$ cat src/rtl/cam_capture_scaler.sv
// OV7670 capture front end: pairs camera bytes into pixels, reduces colour depth, optionally
// decimates 2:1 and writes the frame buffer. Define CAM_GRAY_EN to enable YUV422 luma capture.
module cam_capture_scaler #(
   parameter int H_ACTIVE = 640,
   parameter int V_ACTIVE = 480,
   parameter int CH_BITS  = 3,
   parameter int ADDR_W   = 19
) (
   input  logic                   pclk,
   input  logic                   reset_n,
   input  logic [7:0]             pixel,
   input  logic                   href,
   input  logic                   cam_vsync,
   input  logic                   capture_en,
   input  logic                   decim,
   input  logic                   mode,
   output logic                   wren,
   output logic [ADDR_W-1:0]      wraddress,
   output logic [3*CH_BITS-1:0]   write_data,
   output logic                   frame_done,
   output logic [7:0]             frame_count,
   output logic                   overflow
);

   localparam int XW = $clog2(H_ACTIVE + 1);
   localparam int YW = $clog2(V_ACTIVE + 1);
   localparam int DW = 3 * CH_BITS;
   localparam logic [XW-1:0]     X_MAX  = XW'(H_ACTIVE);
   localparam logic [YW-1:0]     Y_MAX  = YW'(V_ACTIVE);
   localparam logic [ADDR_W-1:0] H_FULL = ADDR_W'(H_ACTIVE);
   localparam logic [ADDR_W-1:0] H_HALF = ADDR_W'(H_ACTIVE / 2);

   typedef enum logic [1:0] {IDLE, WAIT_VS, WAIT_FRAME, CAPTURE} state_t;

   state_t              state, state_nx;
   logic                href_q, vs_q;
   logic                phase;
   logic [7:0]          byte0;
   logic [XW-1:0]       x;
   logic [YW-1:0]       y;
   logic                decim_r;
   logic                vs_rise, vs_fall;
   logic                frame_start, frame_end;
   logic                capture_act, pix_stb, in_bounds, keep, wr_now, ovf_now;
   logic [ADDR_W-1:0]   addr_nx;
   logic [DW-1:0]       data_nx;

   function automatic logic [DW-1:0] rgb_reduce(input logic [7:0] b0, input logic [7:0] b1);
      logic [4:0] r, b;
      logic [5:0] g;
      r = b0[7:3];
      g = {b0[2:0], b1[7:5]};
      b = b1[4:0];
      return {r[4 -: CH_BITS], g[5 -: CH_BITS], b[4 -: CH_BITS]};
   endfunction

`ifdef CAM_GRAY_EN
   logic mode_r;

   function automatic logic [DW-1:0] gray_reduce(input logic [7:0] luma);
      return {3{luma[7 -: CH_BITS]}};
   endfunction
`else
   logic unused_mode;
   assign unused_mode = mode;
`endif

   assign vs_rise = cam_vsync & ~vs_q;
   assign vs_fall = ~cam_vsync & vs_q;

   always_ff @(posedge pclk) begin
      if (!reset_n) state <= IDLE;
      else          state <= state_nx;
   end

   always_comb begin
      state_nx    = state;
      frame_start = 1'b0;
      frame_end   = 1'b0;
      case (state)
         IDLE:       if (capture_en) state_nx = WAIT_VS;
         WAIT_VS:    if (cam_vsync) state_nx = WAIT_FRAME;
         WAIT_FRAME: if (vs_fall) begin
            frame_start = 1'b1;
            state_nx    = CAPTURE;
         end
         CAPTURE:    if (vs_rise) begin
            frame_end = 1'b1;
            state_nx  = capture_en ? WAIT_FRAME : IDLE;
         end
         default:    state_nx = IDLE;
      endcase
   end

   // a vsync rise in the same cycle as a byte ends the frame and drops that byte
   assign capture_act = (state == CAPTURE) && !vs_rise;
   assign pix_stb     = capture_act && href && phase;
   assign in_bounds   = (x < X_MAX) && (y < Y_MAX);
   assign keep        = decim_r ? (!x[0] && !y[0]) : 1'b1;
   assign wr_now      = pix_stb && in_bounds && keep;
   assign ovf_now     = pix_stb && !in_bounds;
   assign addr_nx     = decim_r ? (ADDR_W'(x[XW-1:1]) + H_HALF * ADDR_W'(y[YW-1:1]))
                                : (ADDR_W'(x) + H_FULL * ADDR_W'(y));

`ifdef CAM_GRAY_EN
   assign data_nx = mode_r ? gray_reduce(byte0) : rgb_reduce(byte0, pixel);
`else
   assign data_nx = rgb_reduce(byte0, pixel);
`endif

   always_ff @(posedge pclk) begin
      if (capture_act && href && !phase) byte0 <= pixel;
   end

   always_ff @(posedge pclk) begin
      if (!reset_n) begin
         href_q      <= 1'b0;
         vs_q        <= 1'b0;
         phase       <= 1'b0;
         x           <= '0;
         y           <= '0;
         decim_r     <= 1'b0;
         wren        <= 1'b0;
         wraddress   <= '0;
         write_data  <= '0;
         frame_done  <= 1'b0;
         frame_count <= '0;
         overflow    <= 1'b0;
`ifdef CAM_GRAY_EN
         mode_r      <= 1'b0;
`endif
      end else begin
         href_q     <= href;
         vs_q       <= cam_vsync;
         wren       <= wr_now;
         frame_done <= frame_end;
         if (wr_now) begin
            wraddress  <= addr_nx;
            write_data <= data_nx;
         end
         if (frame_end) frame_count <= frame_count + 8'd1;
         if (frame_start) begin
            phase    <= 1'b0;
            x        <= '0;
            y        <= '0;
            overflow <= 1'b0;
            decim_r  <= decim;
`ifdef CAM_GRAY_EN
            mode_r   <= mode;
`endif
         end else if (capture_act) begin
            if (href) begin
               phase <= ~phase;
               if (phase) begin
                  if (x != X_MAX) x <= x + 1'b1;
                  if (ovf_now) overflow <= 1'b1;
               end
            end else begin
               // odd trailing byte is discarded by clearing phase while href is low
               phase <= 1'b0;
               if (href_q && x != '0) begin
                  x <= '0;
                  if (y != Y_MAX) y <= y + 1'b1;
               end
            end
         end else begin
            phase <= 1'b0;
         end
      end
   end

endmodule

$ cat config.mk
export PLATFORM = sky130hd
export DESIGN_NAME = cam_capture_scaler
export DESIGN_NICKNAME = d
export VERILOG_FILES = /design/src/rtl/cam_capture_scaler.sv
export SDC_FILE = /design/constraint.sdc
export NUM_CORES = 1
export LEC_CHECK = 0
export BUFFER_PORTS_ARGS = -buffer_cell sky130_fd_sc_hd__buf_2
export CAP_MARGIN = 20
export CORE_ASPECT_RATIO = 1.1
export CORE_MARGIN = 2
export CORE_UTILIZATION = 62
export CTS_CLUSTER_DIAMETER = 30
export CTS_CLUSTER_SIZE = 14
export DETAILED_ROUTE_END_ITERATION = 10
export PLACE_DENSITY = 0.85
export REMOVE_ABC_BUFFERS = 1
export SYNTH_ARGS = -nofsm -noshare
export SYNTH_HDL_FRONTEND = slang
export SYNTH_SLANG_ARGS = --single-unit
$ cat constraint.sdc
create_clock -name pclk -period 5.03 [get_ports pclk]
set_clock_uncertainty 0.05 [all_clocks]
set_input_delay 0.7545 -clock pclk [delete_from_list [all_inputs] [get_ports pclk]]
set_output_delay 0.7545 -clock pclk [all_outputs]
set_load 0.01 [all_outputs]
==> impl_results.md, run 1 <==
* Crit Path Class: register to register
* Yosys cell types at 52
* Detailed placer's ending HPWL at 5794 um
* Req. time, crit path at 5.22 ns
* Power Density at 252.8 nW/um2
* Hold Path Class: register to register
* ANT nets after route at 0
* Post-Synthesis Cells at 448
* Pre-Repair DR Iteration Count at 4
* Vias in the first global route at 3115
* Die Width at 79.90 um
* Synthesis-to-layout area growth at 14.49%
* Crit path launch type: register
* Worst Tran Pin Value at 0.9068 ns
* CTS Sinks at 70
* Placer Congestion at 0.8779
* Fin. max-slew vios at 0
* Share of cells above drive strength 1 at 0.1571
* Area of the die at 6990 um2
* Setup tns final at 0 ns
* N_diodes at 0
* RSZ-0062 raised after global routing: false
* Die Y at 87.49 um
* Top_reg_cell synth: dfxtp_1
* Status: complete, no violations
* Post-layout min period at 3.220 ns
* Wirelength per Cell at 14.68 um
* Commonest non-fill, non-tap cell in the layout: dfxtp_1
* EDFF count, synth at 6
* Crit-path slowest cell: or4b_2
* Setup Viol. Count Final at 0
* Antenna violations before repair at 0
* CP cell instances: ha_1, ha_1, inv_1, fa_1, or4b_2, o31ai_1, a31oi_1, nor2_1, nand4_1, a221o_1
* Total Routed Length at 8559 um
* Resize count post-CTS at 0
* Slowest Stage Delay on Critical Path at 0.65 ns
* Number of port buffers at 52
* Initial detailed-routing violation count at 237
* Rel. slew slack at 0.3928
* Dominant cells by area after synthesis: dfxtp_1 (33%), ha_1 (8.0%), nor2_1 (5.9%)
* Grt total ovfl at 0
* Post-synthesis sequential area ratio at 0.3720
* H-tree lvl count at 3
* Nets@finish at 542
* Synth area leader: dfxtp_1
* Worst setup EP type: register
* CTS tree: done
* Critical path buffers and inverters at 1
* Clk slew on worst S/H paths at 0.07 ns
* Most frequent cells in the layout: dfxtp_1 (64), nor2_1 (62), buf_2 (52), nand2_1 (36), ha_1 (25)
* Leak at 0.001901 uW
* Drt drc at 0
* Starting Density at 0.6382
* Clock buffer count from CTS at 9
* Layout Cells excl Fill at 583
* Vias per inst at 5.763
* DP Cell Count at 567
* GRT Overall Usage at 0.2510
* Fill cell count at 433
* IO Pins at 54
* Share of the synthesized area in the top cell type at 0.3261
* Core area at 6156 um2
* Synth async-reset ratio at 0
* IR drop worst, VDD at 0.1617 mV
* Tcrit/Tclk final at 0.6401
* Vias post-DR at 3360
* Mapped Area at 3929 um2
* Syn. warnings at 0
* Mean Syn Cell Area at 8.770 um2
* Max Buffers Root-to-Sink at 2
* Max Cap Viol at 0
* Critical path arrival at 3.41 ns
* Fin. Hold Viols at 0
* Global-route wire length before repair at 13960 um
* CP max FO at 8
* Max Clk Rate at 310.6 MHz
* # rows at 30
* Most used cell, CP: ha_1
* Number of synthesized register bits at 70
* Clk_lat worst skew at 0.35 ns
* Post-CTS setup buffer count at 0
* CTS Root Cell: clkbuf_8
* Critical path's top delay family: simple AND/OR/NAND/NOR gates
* Largest net degree at the start of global routing at 38
* Hold buffers post-CTS at 0
==> metrics by stage <==
step / area [um2] / power (uW) / utilization / hold slack, ns / setup WS, ns
2_1_floorplan: 3867 / 591.3 / - / 0.3741 / 0.7962
3_3_place_gp: 4255 / 601.9 / 0.6913 / 0.3849 / 1.768
3_5_place_dp: 4255 / 603.0 / 0.6913 / 0.3955 / 1.732
4_1_cts: 4498 / 1141 / 0.7307 / 0.4070 / 1.839
5_1_grt: 4498 / 1168 / 0.7307 / 0.4300 / 1.639
6_report: 4498 / 1137 / 0.7307 / 0.4053 / 1.810
==> state kept, by name (all words and copies together), names as in the netlist, 2 cells and up <==
name / count
byte0: 6
frame_count: 8
state: 2
wraddress: 19
write_data: 9
x: 10
y: 9
==> metal layers <==
| layer | up-vias | routed length (um) | part of all wire | GRT usage |
|---|---|---|---|---|
| met1 | 1586 | 3826 | 0.45 | 0.3057 |
| met4 | 0 | 151 | 0.018 | 0.08012 |
| met5 | - | 0 | 0 | 0 |
| li1 | 1676 | - | - | - |
| met2 | 85 | 4197 | 0.49 | 0.4402 |
| met3 | 13 | 383 | 0.045 | 0.05394 |
==> final cells by class <==
cell class	count	area, um2	area share
multi-input cells	342	2336	0.5193
flip-flops and latches	70	1461	0.3249
repair buffers	55	282.8	0.06287
clock buffers	12	166.4	0.03700
well taps	80	100.1	0.02225
clock inverters	4	76.32	0.01697
inverters	20	75.07	0.01669
==> Yosys cell counts (all sizes together) (6+ instances only) <==
master	instances
mux2i	12
nand2b	7
and3	7
ha	25
clkbuf	9
inv	20
a21oi	25
a21o	6
buf	7
dfxtp	64
o21ai	18
xnor2	24
a211oi	16
nor2	62
nand4	10
edfxtp	6
nand2	36
or3	6
xor2	19
nor3	9
nand3	10
==> power breakdown <==
group | leakage, uW | switching (uW) | internal [uW] | total [uW]
clock | 0.000118 | 222 | 324 | 546
combinational | 0.00121 | 16.2 | 8.15 | 24.4
sequential | 0.000570 | 3.05 | 564 | 567
total | 0.00190 | 241 | 896 | 1140
==> path summary, 6_finish.rpt <==
check,endpoint,start,slack [ns],depth (start not counted)
min reg2reg,phase,phase,0.41,1
max,wraddress[17],y[1],1.81,10
min,phase,phase,0.41,1
max reg2reg,wraddress[17],y[1],1.81,10
==> cell families after synthesis <==
group                    after synthesis  synth area share
XOR/XNOR                              43           0.09586
AND/OR/NAND/NOR                      171            0.2226
multiplexers                          12           0.03057
AO/OA/AOI/OAI                         87            0.1443
adder cells (fa/ha/maj)               29            0.1000
flip-flops                            70            0.3720
buffers and inverters                 36           0.03471
==> worst reg2reg max path: stages (launching register included) <==
cell	delay [ns]
dfxtp_1	0.49
ha_1	0.27
ha_1	0.22
inv_1	0.07
fa_1	0.48
or4b_2	0.65
o31ai_1	0.11
a31oi_1	0.12
nor2_1	0.19
nand4_1	0.15
a221o_1	0.35
Note: power is estimated with default switching activity, not from simulation.
==> run 2, diff against run 1 <==
--- a/config.mk
+++ b/config.mk
@@ -5,15 +5,16 @@
 export SDC_FILE = /design/constraint.sdc
 export NUM_CORES = 1
 export LEC_CHECK = 0
+export ABC_AREA = 1
 export BUFFER_PORTS_ARGS = -buffer_cell sky130_fd_sc_hd__buf_2
 export CAP_MARGIN = 20
 export CORE_ASPECT_RATIO = 1.1
 export CORE_MARGIN = 2
-export CORE_UTILIZATION = 62
+export CORE_UTILIZATION = 53
 export CTS_CLUSTER_DIAMETER = 30
 export CTS_CLUSTER_SIZE = 14
 export DETAILED_ROUTE_END_ITERATION = 10
-export PLACE_DENSITY = 0.85
+export PLACE_DENSITY = 0.77
 export REMOVE_ABC_BUFFERS = 1
 export SYNTH_ARGS = -nofsm -noshare
 export SYNTH_HDL_FRONTEND = slang
==> constraint.sdc (replaced) <==
create_clock -name pclk -period 2.8 [get_ports pclk]
set_clock_uncertainty 0.05 [all_clocks]
set_input_delay 0.42 -clock pclk [delete_from_list [all_inputs] [get_ports pclk]]
set_output_delay 0.42 -clock pclk [all_outputs]
set_load 0.01 [all_outputs]
==> run 2 against run 1 <==
Synthesized cell count up 31%. Cell area up 5.1%. Clock-buffer cell count down 2. Die area up 22%. Maximum frequency up 25%. Hold slack worse by 0.22 ns. Critical path type unchanged. Highest routed layer unchanged.
==> impl_results.md, run 2 <==
* Status: complete, no violations
* Detailed placer's ending HPWL at 7154 um (+23%)
* Vias post-DR at 3987 (+19%)
* Cells on Worst Hold Path at 1 (unchanged)
* Grt total ovfl at 0 (unchanged)
* Die Width at 88.11 um (+10%)
* WHS Endpoint: byte0[7]
* Nets@finish at 688 (+27%)
* Biggest regs: wraddress (19), x (10)
* Commonest non-fill, non-tap cell in the layout: nand2_1
* GRT Overall Usage at 0.2367 (-0.01434)
* Yosys cell types at 40 (-23%)
* Synth area leader: dfxtp_1
* Setup Viol. Count Final at 0 (unchanged)
* Crit path launch type: register
* Setup tns final at 0 ns (unchanged)
* Reg with most FFs: wraddress
* Max Cap Viol at 0 (unchanged)
* Antenna violations before repair at 0 (unchanged)
* CTS tree: done
* N_diodes at 0 (unchanged)
* Worst Tran Pin Value at 0.6942 ns (-0.2126 ns)
* Starting Density at 0.5488 (-0.08943)
* Placer Congestion at 0.9180 (+4.6%)
* Area of the die at 8503 um2 (+22%)
* IO Pins at 54 (unchanged)
* Most frequent cells in the layout: nand2_1 (154), inv_1 (67), dfxtp_1 (62), a21oi_1 (53), buf_2 (52)
* Hold Path Class: primary input to register
* RSZ-0062 raised after global routing: false
* Resize count post-CTS at 0 (unchanged)
* CP max FO at 6 (-2)
* Final Total Pwr at 1992 uW (+75%)
* Worst setup EP type: register
* Syn. warnings at 0 (unchanged)
* Hold buffers post-CTS at 0 (unchanged)
* Count leader, synth: nand2_1
* Synthesis-to-layout area growth at 14.65%
* Pre-Repair DR Iteration Count at 5 (+1)
* Share of the synthesized area in the top cell type at 0.3107 (-0.01544)
* Fin. Hold Viols at 0 (unchanged)
* Post-Synthesis Cells at 587 (+31%)
* Drt drc at 0 (unchanged)
* Worst R2R Setup Slack at 0.22 ns (-1.59 ns)
* Post-layout min period at 2.580 ns (-0.6401 ns)
* Dominant cells by area after synthesis: dfxtp_1 (31%), nand2_1 (14%), ha_1 (7.6%)
* Power Density at 421.2 nW/um2 (+67%)
* Layout Cells excl Fill at 754 (+29%)
* Wirelength per Cell at 12.86 um (-12%)
* ANT nets after route at 0 (unchanged)
* Placed cell areas at 4504 um2 (+5.9%)
* Critical path arrival at 2.77 ns (-0.64 ns)
* CTS Root Cell: clkbuf_8
* Clk slew on worst S/H paths at 0.08 ns (about the same)
* Final Util at 0.6292 (-0.1015)
* Top_reg_cell synth: dfxtp_1
* # rows at 33 (+10%)
* Hold Path Origin: pixel[7]
* Max Buffers Root-to-Sink at 2 (unchanged)
* Initial detailed-routing violation count at 185 (-22%)
* Synth async-reset ratio at 0 (unchanged)
* Vias in the first global route at 3687 (+18%)
* Reg2reg end: wraddress[15]
* Clk_lat worst skew at 0.35 ns (about the same)
* Vias per inst at 5.288 (-8.3%)
* Largest net degree at the start of global routing at 28 (-26%)
* IR drop worst, VDD at 0.3004 mV (+86%)
* Post-synthesis sequential area ratio at 0.3544 (-0.01761)
* Post-CTS setup buffer count at 0 (unchanged)
* Global-route wire length before repair at 15990 um (+15%)
* Rel. slew slack at 0.5329 (+0.1401)
* Fin. max-slew vios at 0 (unchanged)
* Share of cells above drive strength 1 at 0.1587 (+0.001648)
* Post-Layout Inst Area at 4728 um2 (+5.1%)
* CTS Sinks at 70 (unchanged)
* RR Startpoint: y[2]
* Reg2Reg Depth at 12 (+2)
* EDFF count, synth at 6 (unchanged)
* Total Routed Length at 9698 um (+13%)
* Mapped Area at 4124 um2 (+5.0%)
* Clock buffer count from CTS at 9 (unchanged)
* Leak at 0.002122 uW (+12%)
* Largest register FFs at 19 (unchanged)
* Synth cell count leaders: nand2_1 (154), inv_1 (67), dfxtp_1 (64), a21oi_1 (53), nor2_1 (46)
* Mean Syn Cell Area at 7.025 um2 (-20%)
* Core area at 7515 um2 (+22%)
* Tcrit/Tclk final at 0.9213 (+0.2812)
* Req. time, crit path at 3.00 ns (-2.22 ns)
* Number of port buffers at 52 (unchanged)
* Max Clk Rate at 387.7 MHz (+25%)
* H-tree lvl count at 3 (unchanged)
* Number of synthesized register bits at 70 (unchanged)
* Crit Path Class: register to register
* Die Y at 96.52 um (+10%)
* DP Cell Count at 738 (+30%)
==> run 2: cell types whose count changed after synthesis, sizes merged, moves of 15 or more <==
cell / delta
xor2: -15
inv: +50
nand2: +122
o21ai: +20
xnor2: -22
nand3: +28
a21oi: +29
==> run 2: worst max-delay path by stage <==
| stage | slack (ns) | cells after the start | from | end |
|---|---|---|---|---|
| 2_1_floorplan | 0.29 | 15 | y[3] | wraddress[15] |
| 3_3_place_gp | 0.16 | 15 | y[1] | wraddress[15] |
| 3_5_place_dp | 0.10 | 15 | y[1] | wraddress[15] |
| 4_1_cts | 0.08 | 15 | y[1] | wraddress[15] |
| 5_1_grt | 0.007 | 15 | y[1] | wraddress[15] |
| 6_report | 0.22 | 12 | y[2] | wraddress[15] |
==> run 2: power breakdown <==
group	internal, uW	switching [uW]	total, uW	leakage, uW
clock network	417	408	825	0.0000931
logic	39.3	84.7	124	0.00146
registers	1030	16.4	1040	0.000571
==> run 2: per-stage QoR <==
step | setup slack, ns | hold WS, ns
3_5_place_dp | 0.1015 | 0.3911
2_1_floorplan | 0.2931 | 0.3729
6_report | 0.2205 | 0.1875
3_3_place_gp | 0.1615 | 0.3828
4_1_cts | 0.07773 | 0.1771
5_1_grt | 0.007300 | 0.1735
==> run 2: cells by family after synthesis <==
kind of cell,Yosys count,share of synthesized area
DFF,70,0.3544
and+or+nand+nor,284,0.3083
adders and majority gates,29,0.09527
AOI/OAI and AO/OA,112,0.1453
buffers and inverters,86,0.08404
xor gates and xnor gates,6,0.01274
==> run 2: worst max-delay path, stage by stage (launching register included) <==
cell,delay [ns]
dfxtp_2,0.42
ha_4,0.24
ha_1,0.23
inv_1,0.08
fa_1,0.46
nand3b_1,0.22
nand3b_1,0.22
nor2_1,0.19
nand3_1,0.09
nand3_1,0.08
nand2_1,0.05
nor2_1,0.10
nor2_1,0.04
==> run 2: area by class of cell <==
class	instances	area, um2
Clock buffer	10	127.6
Clock inverter	6	71.32
Fill cell	710	2786
Inverter	72	275.3
Multi-Input combinational cell	431	2338
Sequential cell	70	1464
Tap cell	105	131.4
Timing Repair Buffer	60	320.3
==> run 2: routing by layer <==
metal / vias up / wire, um / global-route usage / share of wire
met5: - / 0 / 0 / 0
met3: 17 / 459 / 0.04673 / 0.047
met4: 0 / 187 / 0.09722 / 0.019
li1: 2046 / - / - / -
met2: 102 / 4690 / 0.4091 / 0.48
met1: 1822 / 4360 / 0.2882 / 0.45
==> run 3, diff against run 2 <==
--- a/config.mk
+++ b/config.mk
@@ -10,11 +10,10 @@
 export CAP_MARGIN = 20
 export CORE_ASPECT_RATIO = 1.1
 export CORE_MARGIN = 2
-export CORE_UTILIZATION = 53
+export CORE_UTILIZATION = 40
 export CTS_CLUSTER_DIAMETER = 30
 export CTS_CLUSTER_SIZE = 14
 export DETAILED_ROUTE_END_ITERATION = 10
-export PLACE_DENSITY = 0.77
 export REMOVE_ABC_BUFFERS = 1
 export SYNTH_ARGS = -nofsm -noshare
 export SYNTH_HDL_FRONTEND = slang
==> run 3 against run 2 <==
Routed wire length up 1.9%. Die area up 31%. Sequential share of layout area down 0.22 points. Largest cell class unchanged. Utilization down 15 points.
==> impl_results.md, run 3 (synthesized netlist as in run 2, its figures left out) <==
* Status: complete, no violations
* Critical path arrival at 2.84 ns (+0.07 ns)
* Vias per inst at 5.062 (-4.3%)
* Rel. slew slack at 0.4947 (-0.03818)
* IR drop worst, VDD at 0.2436 mV (-19%)
* Reg with most FFs: wraddress
* Most frequent cells in the layout: nand2_1 (154), inv_1 (67), dfxtp_1 (64), a21oi_1 (53), buf_2 (52)
* Post-CTS setup buffer count at 0 (unchanged)
* Post-layout min period at 2.610 ns (+0.03026 ns)
* Worst Tran Pin Value at 0.7510 ns (+0.05675 ns)
* Placer Congestion at 0.8348 (-9.1%)
* H-tree lvl count at 3 (unchanged)
* Largest net degree at the start of global routing at 28 (unchanged)
* RSZ-0062 raised after global routing: false
* Total Routed Length at 9882 um (+1.9%)
* Core area at 9937 um2 (+32%)
* Worst setup EP type: register
* Grt total ovfl at 0 (unchanged)
* Max Clk Rate at 383.2 MHz (-1.2%)
* N_diodes at 0 (unchanged)
* Starting Density at 0.4150 (-0.1338)
* Nets@finish at 690 (+0.29%)
* Setup tns final at 0 ns (unchanged)
* Clk_lat worst skew at 0.35 ns (about the same)
* Initial detailed-routing violation count at 126 (-32%)
* Max Cap Viol at 0 (unchanged)
* CTS tree: done
* CP max FO at 4 (-2)
* Antenna violations before repair at 0 (unchanged)
* Clk slew on worst S/H paths at 0.09 ns (about the same)
* Clock buffer count from CTS at 9 (unchanged)
* Synthesis-to-layout area growth at 15.26%
* Number of port buffers at 52 (unchanged)
* IO Pins at 54 (unchanged)
* Wirelength per Cell at 12.82 um (-0.35%)
* Placed cell areas at 4551 um2 (+1.0%)
* Resize count post-CTS at 0 (unchanged)
* Final Util at 0.4783 (-0.1509)
* CTS Sinks at 70 (unchanged)
* Hold buffers post-CTS at 0 (unchanged)
* Leak at 0.002139 uW (+0.82%)
* Hold Path Class: primary input to register
* Crit path launch type: register
* Area of the die at 11140 um2 (+31%)
* Req. time, crit path at 3.03 ns (+0.03 ns)
* Fin. max-slew vios at 0 (unchanged)
* Fin. Hold Viols at 0 (unchanged)
* Max Buffers Root-to-Sink at 2 (unchanged)
* CTS Root Cell: clkbuf_8
* Pre-Repair DR Iteration Count at 4 (-1)
* GRT Overall Usage at 0.1891 (-0.04759)
* Die Y at 110.5 um (+14%)
* Power Density at 420.8 nW/um2 (about the same)
* Vias post-DR at 3903 (-2.1%)
* Pre-CTS WS at 0.2086 ns (+0.1071 ns)
* Final WS setup at 0.1902 ns (-0.03026 ns)
* Detailed placer's ending HPWL at 7317 um (+2.3%)
* Post-Layout Inst Area at 4753 um2 (+0.53%)
* ANT nets after route at 0 (unchanged)
* Largest register FFs at 19 (unchanged)
* Biggest regs: wraddress (19), x (10)
* Tcrit/Tclk final at 0.9321 (+0.01081)
* Setup Viol. Count Final at 0 (unchanged)
* Share of cells above drive strength 1 at 0.1536 (-0.005096)
* Crit Path Class: register to register
* Commonest non-fill, non-tap cell in the layout: nand2_1
* Final Total Pwr at 2000 uW (+0.44%)
* Vias in the first global route at 3720 (+0.90%)
* Global-route wire length before repair at 17210 um (+7.6%)
* # rows at 38 (+15%)
* Die Width at 100.8 um (+14%)
* Drt drc at 0 (unchanged)
==> run 3: changes by cell type in the layout (fill, tap and decap cells not counted), sizes merged <==
cell | previous run | this run
buf | 60 | 62
clkinv | 4 | 3
clkinvlp | 2 | 3
==> run 3: metrics by stage <==
step / instances / hold slack, ns
after global routing: 771 / 0.1710
final: 771 / 0.1879
after floorplan: 573 / 0.3729
after CTS: 771 / 0.1732
after detailed placement: 755 / 0.3891
after global placement: 755 / 0.3851
==> run 3: layout make-up <==
| cell class | count | area (um2) |
|---|---|---|
| Clock buffer | 10 | 127.6 |
| Fill cell | 1006 | 5184 |
| Multi-Input combinational cell | 431 | 2321 |
| Clock inverter | 6 | 70.07 |
| Timing Repair Buffer | 62 | 347.8 |
| Tap cell | 120 | 150.1 |
| Inverter | 72 | 275.3 |
| Sequential cell | 70 | 1461 |
==> run 3: critical path, cell delays in order (launching register included) <==
cell,delay (ns)
dfxtp_1,0.32
ha_1,0.32
ha_1,0.26
fa_1,0.60
nand2_1,0.06
inv_1,0.07
nand3_1,0.13
nor2_2,0.20
nand2_1,0.10
nor2_1,0.09
nand3_1,0.07
nand2_1,0.10
nand2_1,0.05
a21oi_1,0.11
==> run 3: power breakdown <==
part | total [uW] | internal, uW | switching [uW]
Combinational | 117 | 39.2 | 77.9
Sequential | 1040 | 1030 | 15.6
Clock | 842 | 416 | 425
Total | 2000 | 1480 | 519
==> run 3: final timing paths <==
path | from | to | slack, ns | cells past startpoint
worst max-delay path | y[1] | wraddress[18] | 0.19 | 13
worst min-delay path | pixel[1] | byte0[1] | 0.19 | 1
worst max register to register | y[1] | wraddress[18] | 0.19 | 13
worst min register to register | phase | phase | 0.40 | 1
==> run 3: per-layer routing <==
| layer | wire [um] | share of wire | up-vias | global-route usage |
|---|---|---|---|---|
| li1 | - | - | 2057 | - |
| met1 | 4697 | 0.48 | 1753 | 0.2501 |
| met2 | 4701 | 0.48 | 81 | 0.3120 |
| met3 | 367 | 0.037 | 12 | 0.02658 |
| met4 | 114 | 0.012 | 0 | 0.06575 |
| met5 | 0 | 0 | - | 0 |
